[src/rtl/fetch_stage_if.sv]
// fetch_stage_if: control, redirect and IF/ID signals of the fetch stage; FETCH_PERF_CNT_EN adds counter outputs
interface fetch_stage_if;
  logic PC_write;
  logic IFID_write;
  logic IF_flush;
  logic [1:0] pc_src;
  logic [31:0] branch_target;
  logic [31:0] jump_target;
  logic [31:0] jr_target;
  logic [31:0] imem_rdata;
  logic [31:0] imem_addr;
  logic [31:0] IFID_instruction;
  logic [31:0] IFID_pc_plus4;
  logic IFID_valid;
`ifdef FETCH_PERF_CNT_EN
  logic [31:0] stall_cnt;
  logic [31:0] flush_cnt;
  modport master (output PC_write, IFID_write, IF_flush, pc_src, branch_target, jump_target, jr_target, imem_rdata,
                  input imem_addr, IFID_instruction, IFID_pc_plus4, IFID_valid, stall_cnt, flush_cnt);
  modport slave (input PC_write, IFID_write, IF_flush, pc_src, branch_target, jump_target, jr_target, imem_rdata,
                 output imem_addr, IFID_instruction, IFID_pc_plus4, IFID_valid, stall_cnt, flush_cnt);
`else
  modport master (output PC_write, IFID_write, IF_flush, pc_src, branch_target, jump_target, jr_target, imem_rdata,
                  input imem_addr, IFID_instruction, IFID_pc_plus4, IFID_valid);
  modport slave (input PC_write, IFID_write, IF_flush, pc_src, branch_target, jump_target, jr_target, imem_rdata,
                 output imem_addr, IFID_instruction, IFID_pc_plus4, IFID_valid);
`endif
endinterface

[src/rtl/fetch_stage.sv]
// fetch_stage: PC register, next-PC select and IF/ID register; FETCH_PERF_CNT_EN adds saturating stall/flush counters
module fetch_stage #(
  parameter logic [31:0] RESET_PC = 32'h0000_0000,
  parameter logic [31:0] FLUSH_INSTR = 32'hFC00_0000
) (
  input logic clk,
  input logic rst_n,
  fetch_stage_if.slave f
);
  logic [31:0] pc, pc_plus4, target, pc_next;
  logic [31:0] instr, pc4;
  logic valid;
  assign pc_plus4 = pc + 32'd4;
  // a taken redirect wins over a PC stall so it is never lost
  always_comb begin
    target = f.pc_src == 2'b01 ? f.branch_target : f.pc_src == 2'b10 ? f.jump_target : f.jr_target;
    pc_next = f.pc_src != 2'b00 ? target & 32'hFFFF_FFFC : f.PC_write ? pc_plus4 : pc;
  end
  always_ff @(posedge clk or negedge rst_n)
    if (!rst_n) pc <= RESET_PC;
    else pc <= pc_next;
  always_ff @(posedge clk or negedge rst_n)
    if (!rst_n) begin
      instr <= FLUSH_INSTR;
      pc4 <= 32'd0;
      valid <= 1'b0;
    end else if (f.IF_flush) begin
      instr <= FLUSH_INSTR;
      pc4 <= 32'd0;
      valid <= 1'b0;
    end else if (f.IFID_write) begin
      instr <= f.imem_rdata;
      pc4 <= pc_plus4;
      valid <= 1'b1;
    end
  assign f.imem_addr = pc;
  assign f.IFID_instruction = instr;
  assign f.IFID_pc_plus4 = pc4;
  assign f.IFID_valid = valid;
`ifdef FETCH_PERF_CNT_EN
  logic [31:0] stall_cnt, flush_cnt;
  always_ff @(posedge clk or negedge rst_n)
    if (!rst_n) begin
      stall_cnt <= 32'd0;
      flush_cnt <= 32'd0;
    end else begin
      if (!f.PC_write && f.pc_src == 2'b00 && stall_cnt != 32'hFFFF_FFFF) stall_cnt <= stall_cnt + 32'd1;
      if (f.IF_flush && flush_cnt != 32'hFFFF_FFFF) flush_cnt <= flush_cnt + 32'd1;
    end
  assign f.stall_cnt = stall_cnt;
  assign f.flush_cnt = flush_cnt;
`endif
endmodule

[src/flat_wrapper.sv]
// flat-port wrapper written by rule: the top's interface ports become plain ports
module fetch_stage_flat 
#(
  parameter logic [31:0] RESET_PC = 32'h0000_0000,
  parameter logic [31:0] FLUSH_INSTR = 32'hFC00_0000
)
  (clk, rst_n, f_PC_write, f_IFID_write, f_IF_flush, f_pc_src, f_branch_target, f_jump_target, f_jr_target, f_imem_rdata, f_imem_addr, f_IFID_instruction, f_IFID_pc_plus4, f_IFID_valid);
  fetch_stage_if f_i ();
  input logic clk;
  input logic rst_n;
  input wire logic [$bits(f_i.PC_write)-1:0] f_PC_write;
  input wire logic [$bits(f_i.IFID_write)-1:0] f_IFID_write;
  input wire logic [$bits(f_i.IF_flush)-1:0] f_IF_flush;
  input wire logic [$bits(f_i.pc_src)-1:0] f_pc_src;
  input wire logic [$bits(f_i.branch_target)-1:0] f_branch_target;
  input wire logic [$bits(f_i.jump_target)-1:0] f_jump_target;
  input wire logic [$bits(f_i.jr_target)-1:0] f_jr_target;
  input wire logic [$bits(f_i.imem_rdata)-1:0] f_imem_rdata;
  output wire logic [$bits(f_i.imem_addr)-1:0] f_imem_addr;
  output wire logic [$bits(f_i.IFID_instruction)-1:0] f_IFID_instruction;
  output wire logic [$bits(f_i.IFID_pc_plus4)-1:0] f_IFID_pc_plus4;
  output wire logic [$bits(f_i.IFID_valid)-1:0] f_IFID_valid;
  assign f_i.PC_write = f_PC_write;
  assign f_i.IFID_write = f_IFID_write;
  assign f_i.IF_flush = f_IF_flush;
  assign f_i.pc_src = f_pc_src;
  assign f_i.branch_target = f_branch_target;
  assign f_i.jump_target = f_jump_target;
  assign f_i.jr_target = f_jr_target;
  assign f_i.imem_rdata = f_imem_rdata;
  assign f_imem_addr = f_i.imem_addr;
  assign f_IFID_instruction = f_i.IFID_instruction;
  assign f_IFID_pc_plus4 = f_i.IFID_pc_plus4;
  assign f_IFID_valid = f_i.IFID_valid;
  fetch_stage #(.RESET_PC(RESET_PC), .FLUSH_INSTR(FLUSH_INSTR)) u_core (.clk(clk), .rst_n(rst_n), .f(f_i));
endmodule
[config.mk]
export PLATFORM = sky130hd
export DESIGN_NAME = fetch_stage_flat
export DESIGN_NICKNAME = d
export VERILOG_FILES = /design/src/rtl/fetch_stage_if.sv /design/src/rtl/fetch_stage.sv /design/src/flat_wrapper.sv
export SDC_FILE = /design/constraint.sdc
export NUM_CORES = 1
export LEC_CHECK = 0
export CELL_PAD_IN_SITES_DETAIL_PLACEMENT = 0
export CELL_PAD_IN_SITES_GLOBAL_PLACEMENT = 1
export CORE_MARGIN = 1.5
export CORE_UTILIZATION = 34
export DETAILED_ROUTE_END_ITERATION = 10
export HOLD_SLACK_MARGIN = 0.05
export PLACE_DENSITY_LB_ADDON = 0.08
export SYNTH_ARGS = -nofsm -noshare
export SYNTH_HDL_FRONTEND = slang
export SYNTH_SLANG_ARGS = --single-unit
[constraint.sdc]
create_clock -name clk -period 5.3 [get_ports clk]
set_input_delay 0.53 -clock clk [delete_from_list [all_inputs] [get_ports clk]]
set_output_delay 0.53 -clock clk [all_outputs]
set_load 0.05 [all_outputs]
==> impl_metrics.csv, run 1 <==
group,metric,value,unit
yosys,yosysTopAreaCellShare,42.2,%
clocking,htreeDepth,3,
timing,min_period,2.70,ns
placed_design,place.gp.congestion,0.805,
die,coreArea,15100,µm²
power,p_comb_share,29.8,%
power,switching_power,765,µW
grt,grt_remaining_overflow,0,
setup_path,critical_path.cell_chain,"ha_1 > nand3_2 > nor4_2 > nand4_1 > xnor2_1 > mux4_2",
yosys,synth_edf_count,0,
detailed_routing,route.detailed.drc,0,
die,rows,45,
finish,fin_area,7880,µm²
yosys,yosysUniqueCellTypes,56,
timing,worstMarginPinSlew,1.15,ns
setup_path,worstPathMaxFanout,9,
detailed_routing,dr.pass1.iters,4,
clocking,post_cts_buffers,0,
yosys,syn_area_per_cell,10.7,µm²
yosys,synth_seq_area_share,45.2,%
power,clkPwrFrac,34.1,%
timing,fmax,0.370,GHz
clocking,cts.sinks,94,
clocking,worstSkewPairLatency,0.34,ns
yosys,synth_warnings,0,
grt,grt_pass1_vias,4356,
timing,skew,0.00643,ns
power,power_frac_seq,36.2,%
timing,max_slew_margin,23.4,%
power,switching_share,32.3,%
yosys,syn_inst,489,
power,intPower,1610,µW
die,die-area,16100,µm²
setup_path,path_delay_family,"simple AND/OR/NAND/NOR gates",
finish,diodes,0,
timing,setup_viol,0,
yosys,async_flop_share,100,%
placed_design,port_buffers,223,
finish,synthToLayoutAreaGrowth,51.0,%
setup_path,cp_num_buf_inv,0,
timing,final_hold_viol_count,0,
finish,nets,821,
clocking,cts_buffer_depth,2,
power,ir_drop,0.000154,V
die,start_util,34.6,%
timing,finalMaxSlewViolations,0,
grt,antenna_found_initial,0,
setup_path,cp_slowest_stage_delay,0.80,ns
power,power_density,301,nW/µm²
die,pin_count,232,
grt,grt_max_degree,101,
die,die-height,127,µm
run_status,outcome,"complete, no violations",
clocking,numCtsBuffers,9,
clocking,tritoncts,"yes",
clocking,post_cts_resized,0,
grt,track_usage,18.6,%
placed_design,dp_hpwl,10800,µm
detailed_routing,wl_per_cell,16.8,µm
detailed_routing,viasPerCell,4.99,
yosys,synthTopCellsByArea,"dfrtp_1 42%, mux4_2 8.6%, mux2i_1 6.9%",
setup_path,cp_slowest_cell,"nor4_2",
finish,nFillCells,1409,
clocking,root_buffer,"clkbuf_16",
placed_design,postPlaceCellArea,7510,µm²
timing,rsz0062_at_grt,"no",
yosys,netlist_top_cells_count,"88 x dfrtp_1, 74 x nor2_1, 36 x mux2i_1",
die,die-width,127,µm
setup_path,critPathArrivalTime,2.91,ns
job,maxCapViolCount,0,
setup_path,critical_path_class,"reg2reg",
setup_path,worstPathRequired,5.52,ns
worst_hold_path,holdCritPathClass,"in2async",
clocking,path_clk_slew,0.07,ns
finish,drive_gt1_share,9.57,%
power,leakagePower,0.00319,µW
setup_path,endpoint_kind,"register",
timing,tns,0,ns
grt,grt_pass1_wl,23600,µm
detailed_routing,vias,4378,
yosys,ys_ff_latch,94,
yosys,yosysTopAreaCell,"dfrtp_1",
detailed_routing,drt-total-wl,14800,µm
power,total_power,2370,µW
yosys,synth-main-ff-cell,"dfrtp_1",
setup_path,regToRegSetupSlack,2.60,ns
setup_path,cp-start-kind,"register",
detailed_routing,drtIter0Drc,221,
clocking,holdBufCountCts,0,
timing,fin_crit_sh,50.9,%
yosys,yosys.cell_count.top_type,"dfrtp_1",
yosys,netlist_area,5220,µm²
detailed_routing,ant_nets,0,
## worst register-to-register path, delay by kind of cell (launching register included)
family / cells / cell delay [ns]
adder cells (fa/ha/maj): 1 / 0.26
XOR/XNOR: 1 / 0.18
AND/OR/NAND/NOR: 3 / 1.20
multiplexers: 1 / 0.45
flip-flops: 1 / 0.47
## routing by layer
| metal | global-route usage (%) | routed length, µm | vias up |
|---|---|---|---|
| met2 | 28.5 | 6580 | 165 |
| met3 | 3.50 | 934 | 12 |
| met1 | 26.6 | 7050 | 2055 |
| met5 | 0 | 0 | - |
| li1 | - | - | 2146 |
| met4 | 6.42 | 201 | 0 |
## power groups by stage
| stage | clock network (µW) | registers [µW] | logic [µW] |
|---|---|---|---|
| 5_1_grt | 855 | 869 | 749 |
| 2_1_floorplan | 0 | 1070 | 217 |
| 3_3_place_gp | 0 | 867 | 708 |
| 6_report | 808 | 857 | 705 |
| 4_1_cts | 827 | 857 | 713 |
| 3_5_place_dp | 0 | 870 | 711 |
## kinds of logic (layout without fill, tap and decap cells)
| kind of cell | after synthesis | count (layout) | share of synthesized area [%] |
|---|---|---|---|
| XOR/XNOR | 42 | 42 | 7.04 |
| other | 1 | 2 | 0.0718 |
| adder cells (fa/ha/maj) | 1 | 1 | 0.240 |
| flip-flops | 94 | 94 | 45.2 |
| AO/OA/AOI/OAI | 70 | 70 | 10.1 |
| buffers and inverters | 50 | 250 | 4.17 |
| AND/OR/NAND/NOR | 174 | 174 | 17.4 |
| multiplexers | 57 | 57 | 15.7 |
## worst paths after layout
kind	start	end	cells past startpoint
worst min register to register	u_core.f.IFID_valid$_DFFE_PN0P_	u_core.f.IFID_valid$_DFFE_PN0P_	2
min in group clk	u_core.f.IFID_valid$_DFFE_PN0P_	u_core.f.IFID_valid$_DFFE_PN0P_	2
worst min-delay path	rst_n	u_core.f.IFID_pc_plus4[8]$_DFFE_PN0P_	1
worst max register to register	u_core.f.imem_addr[2]$_DFFE_PN0P_	u_core.f.imem_addr[22]$_DFFE_PN0P_	6
worst max-delay path	u_core.f.imem_addr[2]$_DFFE_PN0P_	u_core.f.imem_addr[22]$_DFFE_PN0P_	6
max in group asynchronous	rst_n	u_core.f.IFID_pc_plus4[2]$_DFFE_PN0P_	2
## metrics by stage
| step | worst slack, ns | std cells | hold slack, ns | util, % |
|---|---|---|---|---|
| after floorplan | 2.65 | 490 | 0.234 | - |
| after global placement | 2.61 | 862 | 0.473 | 49.8 |
| after detailed placement | 2.60 | 862 | 0.499 | 49.8 |
| after CTS | 2.58 | 878 | 0.172 | 52.2 |
| after global routing | 2.38 | 878 | 0.203 | 52.2 |
| final | 2.60 | 878 | 0.164 | 52.2 |
## layout make-up
type,count,area (µm²),area share (%)
Clock buffer,11,243,3.08
Clock inverter,5,129,1.63
Inverter,7,26.3,0.333
Multi-Input combinational cell,346,2650,33.6
Sequential cell,94,2360,29.9
Tap cell,188,235,2.98
Timing Repair Buffer,227,2240,28.4
## cell usage in the layout, fill, tap and decap left out, types with 6 or more instances in the layout
| cell | count |
|---|---|
| xnor2_1 | 33 |
| nand2_1 | 27 |
| mux4_2 | 20 |
| dfrtp_1 | 88 |
| buf_4 | 6 |
| nand4_1 | 9 |
| nor2b_1 | 7 |
| inv_1 | 7 |
| and3_1 | 8 |
| nor2_1 | 74 |
| dfstp_2 | 6 |
| nand3_1 | 12 |
| a211o_1 | 8 |
| mux2i_1 | 36 |
| clkbuf_16 | 9 |
| a211oi_1 | 24 |
| o21ai_0 | 9 |
| xor2_1 | 9 |
| clkdlybuf4s50_1 | 218 |
## state kept, by name, summed over array words and instances, names as in the netlist
register                   flops
u_core.f.IFID_instruction     32
u_core.f.IFID_pc_plus4        31
u_core.f.IFID_valid            1
u_core.f.imem_addr            30
No activity file was read; power rests on OpenSTA's default activity.
==> run 2: changes to the inputs <==
CORE_UTILIZATION = 28   (was 34)
clock period = 2.3 ns   (was 5.3 ns; I/O delays follow)
==> run 2 against run 1 <==
  * The run now ends with DRC left
  * Count of clock-buffer cells in the layout is 1 lower
  * First-iteration DRC count is 9.0% lower
  * Non-clock buffer count increased by 23
  * Via count increased by 2.4%
  * Register-to-register slack lost 2.5 ns
  * Global-route usage decreased by 1.7 points
==> impl_metrics.csv, run 2 (synthesized netlist as in run 1, its figures left out) <==
group,metric,value,unit
clocking,cts.sinks,94,
timing,fmax,0.457,GHz
finish,nFillCells,1732,
worst_hold_path,holdCritPathClass,"in2reg",
clocking,cts_buffer_depth,2,
detailed_routing,ant_nets,0,
setup_path,worstPathRequired,2.51,ns
timing,skew,0.00703,ns
timing,fin_crit_sh,95.2,%
job,maxCapViolCount,0,
finish,final_cell_mix,"218 x clkdlybuf4s50_1, 75 x dfrtp_1, 74 x nor2_1, 36 x mux2i_1, 33 x xnor2_1",
power,leakagePower,0.00330,µW
grt,grt_remaining_overflow,0,
setup_path,critical_path_class,"reg2reg",
run_status,outcome,"finished with violations",
power,switching_share,33.0,%
grt,antenna_found_initial,0,
die,die-area,19500,µm²
timing,rsz0062_at_grt,"no",
setup_path,reg2reg_depth,6,
grt,grt_pass1_wl,25700,µm
timing,tns,0,ns
detailed_routing,vias,4484,
placed_design,postPlaceCellArea,7820,µm²
grt,grt_max_degree,51,
die,pin_count,232,
setup_path,critical_path.cell_chain,"nand3_1 > or4b_4 > buf_4 > nor4_2 > xnor2_1 > o221ai_1",
detailed_routing,viasPerCell,4.76,
timing,finalMaxSlewViolations,0,
power,power_density,663,nW/µm²
finish,seqCellArea,2380,µm²
placed_design,dp_hpwl,12300,µm
grt,grt_pass1_vias,4518,
placed_design,place.gp.congestion,0.784,
timing,final_hold_viol_count,0,
die,rows,49,
finish,drive_gt1_share,14.9,%
grt,track_usage,16.9,%
finish,largest_reg_flops,32,
clocking,tritoncts,"yes",
detailed_routing,drtIter0Drc,201,
die,die-width,140,µm
power,p_comb_share,32.0,%
finish,fin_util,45.1,%
clocking,path_clk_slew,0.07,ns
clocking,htreeDepth,3,
die,start_util,28.8,%
timing,min_period,2.19,ns
finish,synthToLayoutAreaGrowth,56.8,%
finish,final_common_cell,"clkdlybuf4s50_1",
setup_path,critPathArrivalTime,2.40,ns
power,switching_power,1790,µW
die,coreArea,18100,µm²
finish,nets,844,
timing,worstMarginPinSlew,0.655,ns
setup_path,r2r-end,"u_core.f.imem_addr[27]$_DFFE_PN0P_",
timing,timing.hold.ws,0.360,ns
setup_path,cp-start-kind,"register",
finish,diodes,0,
timing,setup_viol,0,
setup_path,cp_num_buf_inv,1,
die,die-height,140,µm
setup_path,cp_slowest_cell,"or4b_4",
setup_path,cp.depth,6,
setup_path,cp_slowest_stage_delay,0.59,ns
setup_path,endpoint_kind,"register",
run_status,violations,"DRC",
power,power_frac_seq,36.0,%
detailed_routing,drt-total-wl,16200,µm
placed_design,port_buffers,223,
setup_path,regToRegSetupSlack,0.11,ns
setup_path,r2r-start,"u_core.f.imem_addr[2]$_DFFE_PN0P_",
timing,max_slew_margin,56.3,%
setup_path,critical_path.startpoint,"u_core.f.imem_addr[2]$_DFFE_PN0P_",
detailed_routing,dr.pass1.iters,8,
power,ir_drop,0.000331,V
power,clkPwrFrac,32.0,%
setup_path,path_delay_family,"simple AND/OR/NAND/NOR gates",
detailed_routing,wl_per_cell,17.2,µm
clocking,worstSkewPairLatency,0.34,ns
power,intPower,3640,µW
setup_path,cp-endpoint,"u_core.f.imem_addr[27]$_DFFE_PN0P_",
detailed_routing,route.detailed.drc,18,
finish,fin_area,8190,µm²
clocking,numCtsBuffers,9,
finish,multi_input_area,2690,µm²
clocking,root_buffer,"clkbuf_16",
setup_path,worstPathMaxFanout,6,
run 2: what timing repair did:
item | CTS | global route
hold endpoints to repair | 45 | 0
resized for setup | 0 | 2
buffers inserted | 0 | 0
hold buffers | 1 | 0
setup endpoints to repair | 0 | 5
run 2: through the flow:
stage | total power [µW] | setup slack [ns] | std cells
2_1_floorplan | 2980 | 0.00171 | 490
3_3_place_gp | 3720 | 0.111 | 925
3_5_place_dp | 3730 | 0.0642 | 925
4_1_cts | 5510 | 0.0499 | 942
5_1_grt | 5700 | 0.0179 | 942
6_report | 5430 | 0.110 | 942
run 2: power by group through the flow:
stage | combinational (µW) | sequential, µW | clock, µW
after global placement | 1740 | 1980 | 0
after floorplan | 511 | 2470 | 0
after detailed placement | 1750 | 1980 | 0
final | 1740 | 1950 | 1740
after CTS | 1760 | 1950 | 1800
after global routing | 1840 | 1980 | 1880
run 2: routing by layer:
layer  global-route usage, %  part of all wire, %  wire, µm
met5                       0                    0         0
met4                    4.99                 0.96       155
met3                    4.03                  7.8      1270
met2                    25.5                   44      7210
met1                    24.1                   47      7580
run 2: final cells by class:
| type | count | area share (%) |
|---|---|---|
| Multi-Input combinational cell | 346 | 32.8 |
| Inverter | 7 | 0.321 |
| Tap cell | 229 | 3.50 |
| Clock inverter | 6 | 1.33 |
| Clock buffer | 10 | 2.92 |
| Sequential cell | 94 | 29.0 |
| Timing Repair Buffer | 250 | 30.1 |
run 2: worst min path at each step:
stage          slack, ns  depth (start not counted)                                         to    startpoint
2_1_floorplan      -0.07                          0   u_core.f.IFID_instruction[0]$_DFFE_PN0P_         rst_n
3_3_place_gp        0.30                          1  u_core.f.IFID_instruction[24]$_DFFE_PN0P_         rst_n
3_5_place_dp        0.30                          1  u_core.f.IFID_instruction[24]$_DFFE_PN0P_         rst_n
4_1_cts             0.35                          2  u_core.f.IFID_instruction[12]$_DFFE_PN0P_    f_IF_flush
5_1_grt             0.38                          3            u_core.f.IFID_valid$_DFFE_PN0P_  f_IFID_write
6_report            0.36                          2  u_core.f.IFID_instruction[12]$_DFFE_PN0P_    f_IF_flush
